===== src/rtl/seq_divider_if.sv =====
// Start/done bundle between the arithmetic-unit sequencer and the restoring divider.
// dbg_state mirrors the divider FSM so checkers can bind to it without reaching inside.
interface seq_divider_if #(
    parameter int WIDTH = 32
);
    logic             start;
    logic [WIDTH-1:0] dividend;
    logic [WIDTH-1:0] divisor;
    logic             busy;
    logic             done;
    logic [WIDTH-1:0] quotient;
    logic [WIDTH-1:0] remainder;
    logic             div_by_zero;
    logic [1:0]       dbg_state;

    modport master (
        output start, dividend, divisor,
        input  busy, done, quotient, remainder, div_by_zero, dbg_state
    );

    modport slave (
        input  start, dividend, divisor,
        output busy, done, quotient, remainder, div_by_zero, dbg_state
    );
endinterface


===== src/rtl/seq_divider.sv =====
// Sequential unsigned restoring divider: one quotient bit per clock, start/done handshake,
// registered quotient/remainder/div_by_zero that hold until the next completion.
module seq_divider #(
    parameter int WIDTH = 32
) (
    input  logic         clk,
    input  logic         rst_n,
    seq_divider_if.slave bus
);
    localparam int CW = $clog2(WIDTH + 1);

    // Handshake: start is sampled only on edges where busy=0; the accepting edge captures
    // dividend/divisor, busy stays high until the edge that raises the one-cycle done pulse,
    // and the result outputs change only on that edge.
    typedef enum logic [1:0] {
        IDLE = 2'd0,
        RUN  = 2'd1,
        DZ   = 2'd2,
        DONE = 2'd3
    } state_t;

    state_t           state_q, state_d;
    logic [CW-1:0]    cnt_q, cnt_d;
    logic [WIDTH-1:0] rem_q, rem_d;
    logic [WIDTH-1:0] shq_q, shq_d;
    logic [WIDTH-1:0] dvsr_q, dvsr_d;
    logic [WIDTH-1:0] quot_q, quot_d;
    logic [WIDTH-1:0] remo_q, remo_d;
    logic             dbz_q, dbz_d;
    logic             done_q, done_d;

    logic [WIDTH:0]   trial;
    logic             fits;

    assign trial = {rem_q, shq_q[WIDTH-1]};
    assign fits  = (trial >= {1'b0, dvsr_q});

    always_comb begin
        state_d = state_q;
        cnt_d   = cnt_q;
        rem_d   = rem_q;
        shq_d   = shq_q;
        dvsr_d  = dvsr_q;
        quot_d  = quot_q;
        remo_d  = remo_q;
        dbz_d   = dbz_q;
        done_d  = 1'b0;
        case (state_q)
            IDLE: begin
                if (bus.start) begin
                    dvsr_d  = bus.divisor;
                    shq_d   = bus.dividend;
                    rem_d   = '0;
                    cnt_d   = CW'(WIDTH);
                    state_d = (bus.divisor != '0) ? RUN : DZ;
                end
            end
            RUN: begin
                if (cnt_q == '0) begin
                    state_d = DONE;
                end else begin
                    // Subtracted value is below the divisor, so WIDTH bits hold it exactly.
                    rem_d = fits ? (trial[WIDTH-1:0] - dvsr_q) : trial[WIDTH-1:0];
                    shq_d = {shq_q[WIDTH-2:0], fits};
                    cnt_d = cnt_q - 1'b1;
                end
            end
            DZ: begin
                state_d = DONE;
            end
            DONE: begin
                // A zero divisor never shifted, so shq_q still holds the captured dividend.
                done_d  = 1'b1;
                dbz_d   = (dvsr_q == '0);
                quot_d  = (dvsr_q == '0) ? '1 : shq_q;
                remo_d  = (dvsr_q == '0) ? shq_q : rem_q;
                state_d = IDLE;
            end
            default: begin
                state_d = IDLE;
            end
        endcase
    end

    always_ff @(posedge clk or negedge rst_n) begin
        if (!rst_n) begin
            state_q <= IDLE;
            cnt_q   <= '0;
            rem_q   <= '0;
            shq_q   <= '0;
            dvsr_q  <= '0;
            quot_q  <= '0;
            remo_q  <= '0;
            dbz_q   <= 1'b0;
            done_q  <= 1'b0;
        end else begin
            state_q <= state_d;
            cnt_q   <= cnt_d;
            rem_q   <= rem_d;
            shq_q   <= shq_d;
            dvsr_q  <= dvsr_d;
            quot_q  <= quot_d;
            remo_q  <= remo_d;
            dbz_q   <= dbz_d;
            done_q  <= done_d;
        end
    end

    assign bus.busy        = (state_q != IDLE);
    assign bus.done        = done_q;
    assign bus.quotient    = quot_q;
    assign bus.remainder   = remo_q;
    assign bus.div_by_zero = dbz_q;
    assign bus.dbg_state   = state_q;
endmodule


===== src/flat_wrapper.sv =====
// flat-port wrapper written by rule: the top's interface ports become plain ports
module seq_divider_flat 
#(
    parameter int WIDTH = 32
)
  (clk, rst_n, bus_start, bus_dividend, bus_divisor, bus_busy, bus_done, bus_quotient, bus_remainder, bus_div_by_zero, bus_dbg_state);
  seq_divider_if #(.WIDTH(WIDTH)) bus_i ();
  input  logic clk;
  input  logic rst_n;
  input wire logic [$bits(bus_i.start)-1:0] bus_start;
  input wire logic [$bits(bus_i.dividend)-1:0] bus_dividend;
  input wire logic [$bits(bus_i.divisor)-1:0] bus_divisor;
  output wire logic [$bits(bus_i.busy)-1:0] bus_busy;
  output wire logic [$bits(bus_i.done)-1:0] bus_done;
  output wire logic [$bits(bus_i.quotient)-1:0] bus_quotient;
  output wire logic [$bits(bus_i.remainder)-1:0] bus_remainder;
  output wire logic [$bits(bus_i.div_by_zero)-1:0] bus_div_by_zero;
  output wire logic [$bits(bus_i.dbg_state)-1:0] bus_dbg_state;
  assign bus_i.start = bus_start;
  assign bus_i.dividend = bus_dividend;
  assign bus_i.divisor = bus_divisor;
  assign bus_busy = bus_i.busy;
  assign bus_done = bus_i.done;
  assign bus_quotient = bus_i.quotient;
  assign bus_remainder = bus_i.remainder;
  assign bus_div_by_zero = bus_i.div_by_zero;
  assign bus_dbg_state = bus_i.dbg_state;
  seq_divider #(.WIDTH(WIDTH)) u_core (.clk(clk), .rst_n(rst_n), .bus(bus_i));
endmodule

===== config.mk =====
export PLATFORM = sky130hd
export DESIGN_NAME = seq_divider_flat
export DESIGN_NICKNAME = d
export VERILOG_FILES = /design/src/rtl/seq_divider_if.sv /design/src/rtl/seq_divider.sv /design/src/flat_wrapper.sv
export SDC_FILE = /design/constraint.sdc
export NUM_CORES = 1
export LEC_CHECK = 0
export ABC_CLOCK_PERIOD_IN_PS = 4500
export BUFFER_PORTS_ARGS = -buffer_cell sky130_fd_sc_hd__buf_2
export CORE_MARGIN = 3
export CORE_UTILIZATION = 60
export CTS_CLUSTER_DIAMETER = 200
export CTS_CLUSTER_SIZE = 20
export DETAILED_ROUTE_END_ITERATION = 7
export PLACE_DENSITY = 0.89
export SLEW_MARGIN = 40
export SYNTH_ARGS = -nofsm -noshare
export SYNTH_HDL_FRONTEND = slang
export SYNTH_SLANG_ARGS = --single-unit

===== constraint.sdc =====
create_clock -name clk -period 4.5 [get_ports clk]
set_input_delay 0.45 -clock clk [delete_from_list [all_inputs] [get_ports clk]]
set_output_delay 0.45 -clock clk [all_outputs]
set_load 0.01 [all_outputs]

# ---- Word-level counts from Yosys, hierarchy flattened
# Cells that the tools add are included.
dict set report totals {
  regBits 170
  elab_cells 44
  output_inout_bits 69
  in_bits 67
}
dict set report classes {
  n_reduce_logical 9
  muxes 17
  n_addsub 2
  eq_ne 6
  n_lt_le_gt_ge 1
}
# operator count
set ops {}
lappend ops {{$mux 32} 7}
lappend ops {{$pmux 32 s2} 2}
lappend ops {{$ge 33x32->1} 1}
lappend ops {{$logic_not 32->1} 1}
lappend ops {{$reduce_bool 32->1} 1}
lappend ops {{$sub 32x32->32} 1}
lappend ops {{$mux 6} 2}
lappend ops {{$pmux 6 s2} 1}
lappend ops {{$pmux 2 s4} 1}
lappend ops {{$logic_not 6->1} 1}
lappend ops {{$mux 2} 3}
lappend ops {{$sub 6x1->6 const B} 1}
lappend ops {{$eq 2x2->1 const B} 2}
lappend ops {{$ne 2x2->1 const B} 2}
lappend ops {{$reduce_and 2->1} 2}
lappend ops {{$reduce_bool 2->1} 2}
lappend ops {{$reduce_and 3->1} 1}
lappend ops {{$eq 2x1->1 const B} 1}
lappend ops {{$logic_not 2->1} 1}
lappend ops {{$ne 2x1->1 const B} 1}
lappend ops {{$mux 1} 1}

# ---- Logic depth before layout (Yosys ltp)
# Gate-level depths: netlist of the first run.
dict set report logic_depth {
  depth_word 4
  ltp_mapped 14
  mapped_depth_nobuf 12
}

# ---- Least setup slack after synthesis of the first run
# Ideal clock, no wire load.
dict set report synth_timing {
  path_kind {reg-to-reg}
  startpoint {register u_core.rem_q[25]}
  endpoint {register u_core.rem_q[24]}
  path_stages_with_launch 14
  n_path_buf 3
  slack_ns 1.577
  setup_ns 0.126
  t_arrival_ns 2.797
  t_required_ns 4.374
  synth_period_minus_slack_ns 2.923
  cell_sequence {dfrtp_1 ha_1 buf_6 a21o_1 a21oi_1 nor2b_1 or2_1 or3_1 nor3_4 nor3_2 or2_1 buf_6 buf_6 a221o_1}
}
dict set report synth_between {
  elab_chain_len 4
}
# element line_no
set synth_rtl {}
lappend synth_rtl {{start: declaration} seq_divider.sv:24} ;# logic [WIDTH-1:0] rem_q, rem_d;
lappend synth_rtl {{start signal: assignment} seq_divider.sv:99} ;# rem_q <= rem_d;
lappend synth_rtl {{$ge 33x32->1} seq_divider.sv:36} ;# assign fits = (trial >= {1'b0, dvsr_q});
lappend synth_rtl {{$mux 32} seq_divider.sv:63} ;# rem_d = fits ? (trial[WIDTH-1:0] - dvsr_q) : trial[WIDTH-1:0];
lappend synth_rtl {{$mux 32} seq_divider.sv:59} ;# if (cnt_q == '0) begin
lappend synth_rtl {{$pmux 32 s2} seq_divider.sv:48} ;# case (state_q)
# No other way between the ends. The select of a mux whose other input is x is not followed.
# A chain may end at the register's enable or synchronous reset.

# ---- Worst setup path in the final report of the first run
dict set report layout_timing {
  startpoint {register u_core.rem_q[25]}
  endpoint {register u_core.rem_q[25]}
}
# The elaborated chain is that of the path after synthesis.

==> results of run 1 <==
-- routing by layer --
| metal | wire length [µm] | track usage (%) | vias up |
|---|---|---|---|
| met5 | 0 | 0 | - |
| met4 | 383 | 6.184 | 0 |
| met3 | 2308 | 6.794 | 33 |
| met2 | 11580 | 45.15 | 444 |
| met1 | 11710 | 45.24 | 4035 |
| li1 | - | - | 3926 |
-- critical path: stages (launching register included) --
cell and delay [ns]:
sky130_fd_sc_hd__dfrtp_1 0.47, sky130_fd_sc_hd__ha_1 0.42, sky130_fd_sc_hd__a21o_1 0.23, sky130_fd_sc_hd__a21oi_1 0.15, sky130_fd_sc_hd__nor2b_1 0.08, sky130_fd_sc_hd__or2_1 0.27
sky130_fd_sc_hd__or3_1 0.37, sky130_fd_sc_hd__nor3_4 0.21, sky130_fd_sc_hd__nor3_2 0.08, sky130_fd_sc_hd__buf_4 0.26, sky130_fd_sc_hd__o21ai_0 0.45, sky130_fd_sc_hd__o221ai_1 0.19
-- report_power, final --
part / switching (µW) / leakage (µW) / total, µW / internal [µW]
combinational: 2850 / 0.00276 / 4750 / 1900
sequential: 639 / 0.00208 / 2890 / 2250
clock: 670 / 0.000291 / 1510 / 843
-- stage by stage --
| stage | utilization, % | std cells | total power, µW | worst slack (ns) |
|---|---|---|---|---|
| final | 71.31 | 1371 | 9147 | 1.195 |
| after global routing | 71.31 | 1371 | 9816 | 0.9965 |
| after global placement | 67.02 | 1337 | 7334 | 1.279 |
| after floorplan | - | 1047 | 6095 | 1.577 |
| after CTS | 71.29 | 1371 | 9083 | 1.251 |
| after detailed placement | 67.34 | 1339 | 7520 | 1.269 |
-- path summary, 6_finish.rpt --
kind / start / to / slack, ns / depth (start not counted)
min in group clk: bus_dividend[29] / u_core.shq_q[29] / 0.23 / 3
min reg2reg: u_core.bus.div_by_zero / u_core.bus.div_by_zero / 0.52 / 1
max in group asynchronous: rst_n / u_core.dvsr_q[29] / 3.40 / 2
max reg2reg: u_core.rem_q[25] / u_core.rem_q[25] / 1.19 / 11
min: rst_n / u_core.bus.quotient[6] / 0.06 / 1
max: u_core.rem_q[25] / u_core.rem_q[25] / 1.19 / 11
-- cell families (layout without fill, tap and decap cells) --
| logic type | after synthesis | after routing | synth area share (%) |
|---|---|---|---|
| muxes | 68 | 68 | 7.591 |
| and+or+nand+nor | 378 | 378 | 17.95 |
| adders and majority gates | 38 | 38 | 5.078 |
| buffers and inverters | 114 | 227 | 4.828 |
| AOI/OAI and AO/OA | 254 | 254 | 17.52 |
| xor gates and xnor gates | 25 | 25 | 2.302 |
| DFF | 170 | 170 | 44.73 |
-- registers in the layout, summed over array words and instances, names as in the netlist --
name	cells
u_core.bus.dbg_state	2
u_core.bus.done	1
u_core.dvsr_q	32
u_core.rem_q	32
u_core.bus.remainder	32
u_core.cnt_q	6
u_core.shq_q	32
u_core.bus.quotient	32
u_core.bus.div_by_zero	1
-- placed cells by master, fill, tap and decap left out, types with 9 or more instances in the layout --
master	count
sky130_fd_sc_hd__clkbuf_16	17
sky130_fd_sc_hd__nand2_1	127
sky130_fd_sc_hd__mux2i_1	35
sky130_fd_sc_hd__a21oi_1	95
sky130_fd_sc_hd__nor2_1	126
sky130_fd_sc_hd__inv_1	45
sky130_fd_sc_hd__buf_4	13
sky130_fd_sc_hd__mux2_2	33
sky130_fd_sc_hd__o211ai_1	21
sky130_fd_sc_hd__xor2_1	9
sky130_fd_sc_hd__buf_2	134
sky130_fd_sc_hd__ha_1	36
sky130_fd_sc_hd__a22oi_1	32
sky130_fd_sc_hd__xnor2_1	16
sky130_fd_sc_hd__nand3_1	18
sky130_fd_sc_hd__nor4_1	24
sky130_fd_sc_hd__dfrtp_1	170
sky130_fd_sc_hd__nor3_1	24
sky130_fd_sc_hd__a21o_1	13
sky130_fd_sc_hd__o21ai_0	27
sky130_fd_sc_hd__a221o_1	15
sky130_fd_sc_hd__or3_1	9
-- area by class of cell --
class / count / area, µm²
timing repair buffer: 150 / 829.5
sequential: 170 / 4254
multi-input combinational: 763 / 4837
fill: 1185 / 4410
clock buffer: 18 / 429.2
inverter: 45 / 168.9
clock inverter: 14 / 177.7
tap: 211 / 264.0
==> impl_results.md, run 1 <==
- Required time of the critical path: 4.80 ns
- Maximum clock rate: 302.6 MHz
- Accumulated negative setup slack: 0 ns
- Number of detailed-route iterations in the first pass: 5
- Maximum level of the CTS H-tree: 4
- Top cells by instance count after synthesis: sky130_fd_sc_hd__dfrtp_1 (170), sky130_fd_sc_hd__nor2_1 (129), sky130_fd_sc_hd__nand2_1 (127), sky130_fd_sc_hd__a21oi_1 (95), sky130_fd_sc_hd__clkbuf_1 (57)
- Cells taking the most area after synthesis: sky130_fd_sc_hd__dfrtp_1 (45%), sky130_fd_sc_hd__nor2_1 (5.1%), sky130_fd_sc_hd__nand2_1 (5.0%)
- Clock transition at the registers of the reported paths: 0.07 ns
- Per-cell routed wire length: 18.94 µm
- Number of CTS-inserted buffers: 17
- Y dimension of the die: 131.9 µm
- Min-Delay Path Class: in2async
- Transition time at the pin with the least slew margin: 0.8351 ns
- Initial standard-cell utilization of the core: 61.87%
- Finish-stage setup viols: 0
- Final Hold Viols: 0
- Proportion of netlist area held by the largest area contributor: 44.73%
- Count of different cell masters after synthesis: 59
- Fraction of layout cells with a size suffix above 1: 19.83%
- Number of max-cap violations: 0
- Number of clock sinks: 170
- Number of primary I/O pins: 136
- Result of the run: completed
- Core Region: 15370 µm²
- Die ar.: 17400 µm²
- Fraction of synthesis flops using an asynchronous set or reset pin: 100.0%
- Type of destination of the critical path: flip-flop
- First-pass GRT wire length: 42.54 mm
- Prevailing post-synth register cell: sky130_fd_sc_hd__dfrtp_1
- Total track usage: 30.11%
- Number of buffers added to fix hold violations after cts: 0
- First-iteration detailed-routing DRC count: 811
- Area delta synth->final: 15.25%
- Final Wtd Congestion: 0.9592
- Pin count of the biggest net entering global routing: 89
- Clock latency on the worst-skew pair: 0.44 ns
- Peak VDD IR: 376.1 µV
- Buffer type at the clock tree root: sky130_fd_sc_hd__clkbuf_16
- Average size of a mapped cell: 9.083 µm²
- Setup repair after global routing missed its margin: no
- Library cell occupying the most area in the post-synthesis netlist: sky130_fd_sc_hd__dfrtp_1
- Number of enable flip-flop cells after synthesis: 0
- Count of instances resized after the clock tree is built: 0
- Post-Route WL: 25.97 mm
- Static power due to leakage: 0.005139 µW
- Critical path class: reg2reg
- Power per standard cell area: 834.6 nW/µm²
- Number of nets in the synthesized netlist: 1152
- DP HPWL: 18.50 mm
- Post-synthesis instance area: 9510 µm²
- Clock buffer depth: 2
- Initial antenna violation count: 0
- Worst slew margin relative to its limit: 44.33%
- Count of nets after finishing: 1252
- Warning count from the yosys run: 0
- Detail-routed via count per cell: 6.155
- Number of buffers added for setup after CTS: 0
- Startpoint types: flip-flop
- Worst Skew: 0.01031 ns
- Minimum clock period: 3.305 ns
- TritonCTS clock tree: yes
- Total vias in the final route: 8438
- Cell area after placement: 10350 µm²
- Number of I/O port buffers: 135
- # DRC: 0
- Arrival @ worst endpoint: 3.61 ns
- Remaining number of nets flagged by the antenna check after routing: 0
- Number of global-route vias before repair: 8050
- Worst-path fanout max: 35
- Worst Hold Margin: 0.05752 ns
- Congestion Overflow GR: 0
- Die X: 131.9 µm
- Synthesized flop and latch total: 170
- Layout Cell Area excl Fill: 10960 µm²
- Count of mapped cells out of synthesis: 1047
- Post-route fraction of the period consumed by the critical path: 73.45%
- Count of pins over their slew limit: 0
- Post-synthesis sequential area ratio: 44.73%
- Std cell rows: 45
- Most frequent cell after synthesis: sky130_fd_sc_hd__dfrtp_1
- Diodes inserted: 0
Note: power is estimated with default switching activity, not from simulation.
==> run 2: changes to the inputs <==
--- a/config.mk
+++ b/config.mk
@@ -5,14 +5,15 @@
 export SDC_FILE = /design/constraint.sdc
 export NUM_CORES = 1
 export LEC_CHECK = 0
-export ABC_CLOCK_PERIOD_IN_PS = 4500
+export ABC_AREA = 1
+export ABC_CLOCK_PERIOD_IN_PS = 3260
 export BUFFER_PORTS_ARGS = -buffer_cell sky130_fd_sc_hd__buf_2
 export CORE_MARGIN = 3
-export CORE_UTILIZATION = 60
+export CORE_UTILIZATION = 59
 export CTS_CLUSTER_DIAMETER = 200
 export CTS_CLUSTER_SIZE = 20
 export DETAILED_ROUTE_END_ITERATION = 7
-export PLACE_DENSITY = 0.89
+export PLACE_DENSITY = 0.87
 export SLEW_MARGIN = 40
 export SYNTH_ARGS = -nofsm -noshare
 export SYNTH_HDL_FRONTEND = slang
==> constraint.sdc (replaced) <==
create_clock -name clk -period 3.26 [get_ports clk]
set_input_delay 0.326 -clock clk [delete_from_list [all_inputs] [get_ports clk]]
set_output_delay 0.326 -clock clk [all_outputs]
set_load 0.01 [all_outputs]
==> run 2 against run 1 <==
  * Routed wire length up 18%
  * Total power up 60%
  * Flip-flop and latch count unchanged
  * First-iteration DRC count up 8.4%
  * Global-route usage up 1.6 points
  * Die area up 10%
  * Area after synthesis up 8.7%
  * Sequential power up 34%
  * Design area up 7.2%
  * Sequential share of layout area down 2.6 points
  * Critical endpoint is now u_core.bus.quotient[11]
  * Highest routed layer unchanged
==> impl_results.md, run 2 <==
- Y dimension of the die: 138.4 µm
- Critical path class: reg2reg
- Final Wtd Congestion: 1.084
- Crit path max-delay family: simple AND/OR/NAND/NOR gates
- Number of CTS-inserted buffers: 17
- Number of buffers added for setup after CTS: 0
- Worst setup startpoint: u_core.dvsr_q[21]
- Minimum clock period: 2.805 ns
- Number of primary I/O pins: 136
- Per-cell routed wire length: 17.22 µm
- Worst Skew: 0.01002 ns
- Number of buffers added to fix hold violations after cts: 1
- Static power due to leakage: 0.006291 µW
- Most used cells in the layout excluding fill and tap cells: sky130_fd_sc_hd__nand2_1 (426), sky130_fd_sc_hd__inv_1 (232), sky130_fd_sc_hd__dfrtp_1 (170)
- Number of max-cap violations: 0
- Post-route fraction of the period consumed by the critical path: 86.04%
- Fraction of synthesis flops using an asynchronous set or reset pin: 100.0%
- Count of mapped cells out of synthesis: 1428
- Prevailing post-synth register cell: sky130_fd_sc_hd__dfrtp_1
- Share of power burned in registers: 26.4%
- Launch instance of the worst register-to-register path: u_core.dvsr_q[21]
- Core Region: 16880 µm²
- Number of nets in the synthesized netlist: 1533
- Remaining number of nets flagged by the antenna check after routing: 0
- Post-synthesis share of cell area spent on full adders, half adders and majority gates: 4.673%
- Average size of a mapped cell: 7.237 µm²
- Combinational family with the most area after synthesis: simple AND/OR/NAND/NOR gates
- Type of destination of the critical path: flip-flop
- Die ar.: 19140 µm²
- Arrival @ worst endpoint: 3.14 ns
- TritonCTS clock tree: yes
- Library cell occupying the most area in the post-synthesis netlist: sky130_fd_sc_hd__dfrtp_1
- Std cell rows: 47
- Core Util, Final: 69.62%
- Setup repair after global routing missed its margin: no
- Simple-gate portion of the synthesized area: 28.17%
- Compound-gate portion of the synthesized area: 13.17%
- Proportion of netlist area held by the largest area contributor: 41.16%
- Result of the run: completed
- Transition time at the pin with the least slew margin: 0.7991 ns
- Total vias in the final route: 9973
- Number of fill cells: 1385
- Detail-routed via count per cell: 5.625
- Pin count of the biggest net entering global routing: 82
- Number of enable flip-flop cells after synthesis: 0
- Clock transition at the registers of the reported paths: 0.08 ns
- Slowest cell on crit path: sky130_fd_sc_hd__nand2_2
- Congestion Overflow GR: 0
- List of cells traversed by the critical path: nor4_1 -> nand3_1 -> nor2_4 -> nand2_2 -> o211ai_1
- Min-Delay Path Class: in2reg
- Clock buffer depth: 2
- Internal power contribution: 7072 µW
- Die X: 138.4 µm
- Number of I/O port buffers: 135
- Worst slew margin relative to its limit: 46.65%
- First-pass GRT wire length: 49.14 mm
- Synthesized flop and latch total: 170
- Count of instances resized after the clock tree is built: 0
- Count of different cell masters after synthesis: 38
- # DRC: 0
- Fraction of layout cells with a size suffix above 1: 14.17%
- Maximum clock rate: 356.5 MHz
- Finish-stage setup viols: 0
- Most common library cell in the layout ignoring fill and taps: sky130_fd_sc_hd__nand2_1
- Total track usage: 31.67%
- Fraction of power consumed by the clock network: 14.6%
- Worst Hold Margin: 0.1077 ns
- Switching Fraction: 51.73%
- Post-synthesis instance area: 10330 µm²
- Peak VDD IR: 548.5 µV
- Initial antenna violation count: 0
- Largest stage delay on the critical path: 0.56 ns
- Startpoint types: flip-flop
- Initial standard-cell utilization of the core: 61.24%
- P_sw: 7579 µW
- Clock latency on the worst-skew pair: 0.44 ns
- Number of clock sinks: 170
- Count of nets after finishing: 1645
- Cells taking the most area after synthesis: sky130_fd_sc_hd__dfrtp_1 (41%), sky130_fd_sc_hd__nand2_1 (15%), sky130_fd_sc_hd__inv_1 (8.4%)
- Multiplexer fraction of the synthesized cell area: 0%
- Launch instance of the worst min-delay path: bus_divisor[5]
- Layout Cell Area excl Fill: 11750 µm²
- Xor/xnor cell area share of the yosys netlist: 1.271%
- Most frequent cell after synthesis: sky130_fd_sc_hd__nand2_1
- Number of detailed-route iterations in the first pass: 5
- Accumulated negative setup slack: 0 ns
- Number of global-route vias before repair: 9403
- DP HPWL: 22.66 mm
- Post-synthesis sequential area ratio: 41.16%
- Count of pins over their slew limit: 0
- Buffer type at the clock tree root: sky130_fd_sc_hd__clkbuf_16
- Diodes inserted: 0
- Cell area after placement: 11110 µm²
- Sequential cell area: 4254 µm²
- Multi-input gate area: 4890 µm²
- Area delta synth->final: 13.69%
- Required time of the critical path: 3.59 ns
- Power per standard cell area: 1247 nW/µm²
- Post-Route WL: 30.52 mm
- Top cells by instance count after synthesis: sky130_fd_sc_hd__nand2_1 (426), sky130_fd_sc_hd__inv_1 (232), sky130_fd_sc_hd__dfrtp_1 (170), sky130_fd_sc_hd__o21ai_0 (92), sky130_fd_sc_hd__nand3_1 (86)
- Buffers plus inverters on the worst setup path: 0
- Final Hold Viols: 0
- Worst-path fanout max: 33
- Maximum level of the CTS H-tree: 4
- First-iteration detailed-routing DRC count: 879
- Warning count from the yosys run: 0
- Power share of the combinational group: 59.0%
## run 2: changes by cell type after synthesis, sizes merged, moves of 24 or more
cell and delta:
mux2 -33, a21oi -71, inv +194, o21ai +133, nand3 +69, nand2 +311
nor2 -70, mux2i -35, clkbuf -24
## run 2: tightest hold or removal path, cell delays in order
cell and delay, ns:
sky130_fd_sc_hd__buf_2 0.09, sky130_fd_sc_hd__nand2_1 0.04, sky130_fd_sc_hd__o21ai_0 0.06
## run 2: final timing paths
check	endpoint	slack, ns	depth (start not counted)
max	u_core.bus.quotient[11]	0.46	5
min	u_core.dvsr_q[5]	0.11	3
max reg2reg	u_core.bus.quotient[11]	0.46	5
min reg2reg	u_core.cnt_q[3]	0.49	1
max in group asynchronous	u_core.rem_q[31]	1.92	3
min in group asynchronous	u_core.bus.quotient[11]	0.47	2
## run 2: logic make-up (layout without fill, tap and decap cells)
group	count (synthesis)	after routing
xor gates and xnor gates	15	15
adders and majority gates	38	38
AOI/OAI and AO/OA	242	242
buffers and inverters	295	420
and+or+nand+nor	668	668
DFF	170	170
## run 2: per-stage QoR
stage	total power [µW]	worst slack [ns]	instances
5_1_grt	15910	0.3648	1773
6_report	14650	0.4552	1773
3_5_place_dp	12310	0.6014	1740
4_1_cts	14520	0.5074	1773
3_3_place_gp	12110	0.6572	1740
2_1_floorplan	9967	1.385	1428
## run 2: routing by layer
| layer | vias to the layer above | GRT usage, % | share of wire (%) |
|---|---|---|---|
| li1 | 4818 | - | - |
| met1 | 4643 | 45.05 | 44 |
| met2 | 470 | 50.62 | 46 |
| met3 | 42 | 4.765 | 8.4 |
| met4 | 0 | 9.724 | 2.3 |
| met5 | - | 0 | 0 |
## run 2: power by group through the flow
stage	combinational, µW	clock [µW]	sequential, µW
2_1_floorplan	6210	0	3750
3_3_place_gp	8310	0	3800
3_5_place_dp	8460	0	3850
4_1_cts	8540	2150	3830
5_1_grt	9710	2240	3960
6_report	8640	2140	3870
## run 2: layout make-up
type | count | area share (%)
Timing Repair Buffer | 149 | 6.826
Clock buffer | 17 | 3.620
Multi-Input combinational cell | 963 | 41.61
Tap cell | 220 | 2.343
Inverter | 239 | 7.656
Clock inverter | 15 | 1.736
Sequential cell | 170 | 36.20
==> run 3: changes to the inputs <==
--- a/config.mk
+++ b/config.mk
@@ -13,7 +13,7 @@
 export CTS_CLUSTER_DIAMETER = 200
 export CTS_CLUSTER_SIZE = 20
 export DETAILED_ROUTE_END_ITERATION = 7
-export PLACE_DENSITY = 0.87
+export PLACE_DENSITY = 0.92
 export SLEW_MARGIN = 40
 export SYNTH_ARGS = -nofsm -noshare
 export SYNTH_HDL_FRONTEND = slang
==> run 3 against run 2 <==
  * Combinational power decreased by 0.6%
  * Sequential power increased by 1%
  * Total power decreased by 0.97%
  * Clock power decreased by 6%
  * Clock skew increased by 0.0015 ns
  * Flip-flop and latch count unchanged
  * Worst setup slack improved by 0.30 ns
  * Design area decreased by 0.39%
  * Critical path type unchanged
==> impl_results.md, run 3 (synthesis gave the netlist of run 2 again) <==
- Result of the run: completed
- Total vias in the final route: 10140
- Cell area after placement: 11110 µm²
- Worst slew margin relative to its limit: 47.38%
- DP HPWL: 22.59 mm
- Setup repair after global routing missed its margin: no
- Number of fill cells: 1343
- Y dimension of the die: 138.4 µm
- Number of detailed-route iterations in the first pass: 5
- Number of CTS-inserted buffers: 17
- Reg2Reg Depth: 7
- Post-route fraction of the period consumed by the critical path: 76.77%
- Most common library cell in the layout ignoring fill and taps: sky130_fd_sc_hd__nand2_1
- Pin count of the biggest net entering global routing: 71
- Arrival @ worst endpoint: 2.83 ns
- Count of instances resized after the clock tree is built: 0
- Area delta synth->final: 13.24%
- Accumulated negative setup slack: 0 ns
- Power per standard cell area: 1240 nW/µm²
- Maximum clock rate: 399.6 MHz
- # DRC: 0
- Final Instance Count excl. Fillers: 1773
- Worst-path fanout max: 48
- Diodes inserted: 0
- Number of I/O port buffers: 135
- Clock transition at the registers of the reported paths: 0.08 ns
- Met3 layer wire length in the routed design: 3.090 mm
- Uppermost layer routed: met5
- Core Region: 16880 µm²
- End point of the critical path: u_core.shq_q[16]
- Static power due to leakage: 0.006269 µW
- Peak VDD IR: 536.1 µV
- Total track usage: 32.02%
- First-iteration detailed-routing DRC count: 1061
- Number of max-cap violations: 0
- Transition time at the pin with the least slew margin: 0.7882 ns
- Buffer type at the clock tree root: sky130_fd_sc_hd__clkbuf_16
- Type of destination of the critical path: flip-flop
- Congestion Overflow GR: 0
- Number of buffers added for setup after CTS: 0
- Startpoint types: flip-flop
- Initial antenna violation count: 1
- Fraction of layout cells with a size suffix above 1: 14.10%
- Placed Instances: 1740
- Launch instance of the worst min-delay path: bus_divisor[0]
- Endpoint of the most critical register-to-register path: u_core.shq_q[16]
- Initial standard-cell utilization of the core: 61.24%
- Per-cell routed wire length: 17.14 µm
- Wire length the detailed router placed on met1: 12.69 mm
- Number of primary I/O pins: 136
- Worst setup startpoint: u_core.bus.dbg_state[0]
- Clock buffer depth: 2
- Maximum level of the CTS H-tree: 4
- Final Wtd Congestion: 0.9718
- Count of pins over their slew limit: 0
- Critical path class: reg2reg
- Most used cells in the layout excluding fill and tap cells: sky130_fd_sc_hd__nand2_1 (426), sky130_fd_sc_hd__inv_1 (232), sky130_fd_sc_hd__dfrtp_1 (170)
- First-pass GRT wire length: 50.00 mm
- Number of global-route vias before repair: 9526
- Clock latency on the worst-skew pair: 0.44 ns
- Remaining number of nets flagged by the antenna check after routing: 0
- Met2 wire len: 13.85 mm
- Post-Route WL: 30.39 mm
- Sequential cell area: 4254 µm²
- Final Hold Viols: 0
- Count of nets after finishing: 1645
- Std cell rows: 47
- Die ar.: 19140 µm²
- Register-to-register setup slack: 0.76 ns
- Multi-input gate area: 4890 µm²
- Detail-routed via count per cell: 5.721
- Min-Delay Path Class: in2reg
- Die X: 138.4 µm
- Required time of the critical path: 3.59 ns
- Worst Skew: 0.01153 ns
- Finish-stage setup viols: 0
- TritonCTS clock tree: yes
- Core Util, Final: 69.35%
- Number of clock sinks: 170
- Minimum clock period: 2.503 ns
- Layout Cell Area excl Fill: 11700 µm²
- Launch instance of the worst register-to-register path: u_core.bus.dbg_state[0]
## run 3: critical path: stages, from the launching register on
cell	delay, ns
sky130_fd_sc_hd__dfrtp_1	0.39
sky130_fd_sc_hd__inv_1	0.08
sky130_fd_sc_hd__ha_1	0.29
sky130_fd_sc_hd__nand2_1	0.17
sky130_fd_sc_hd__nor2_4	0.06
sky130_fd_sc_hd__nor2_4	0.51
sky130_fd_sc_hd__inv_2	0.49
sky130_fd_sc_hd__o21ai_0	0.39
## run 3: metal layers
layer	global-route usage (%)	vias to the layer above
li1	-	4801
met1	45.38	4700
met2	50.39	580
met3	6.423	61
met4	9.360	2
met5	0	-
## run 3: cell type report
| type | count | area share (%) |
|---|---|---|
| Clock buffer | 18 | 3.667 |
| Sequential cell | 170 | 36.35 |
| Multi-Input combinational cell | 963 | 41.78 |
| Clock inverter | 14 | 1.315 |
| Tap cell | 220 | 2.352 |
| Inverter | 239 | 7.687 |
| Timing Repair Buffer | 149 | 6.853 |
## run 3: worst min-delay path by stage
stage	to	slack, ns	depth (start not counted)
global route	u_core.dvsr_q[0]	0.11	3
detailed placement	u_core.bus.done	0.37	1
floorplan	u_core.bus.dbg_state[0]	0.03	0
global placement	u_core.bus.done	0.37	1
CTS	u_core.dvsr_q[0]	0.09	3
finish	u_core.dvsr_q[0]	0.10	3
## run 3: what timing repair did
action	4_1_cts	5_1_grt
hold buffers	1	0
setup endpoints to repair	0	0
endpoints found under the hold margin	67	0
## run 3: stage by stage
stage,power [µW],worst slack [ns],hold WS [ns]
floorplan,9967,1.385,0.03041
CTS,14330,0.7934,0.08992
global placement,12060,0.8676,0.3728
global route,15790,0.5650,0.1093
finish,14510,0.7572,0.1021
detailed placement,12250,0.8223,0.3691
## run 3: power breakdown
part / leakage (µW) / switching (µW) / total (µW) / internal (µW)
clock network: 0.000281 / 984 / 2010 / 1020
registers: 0.00214 / 844 / 3910 / 3070
logic: 0.00385 / 5660 / 8590 / 2930
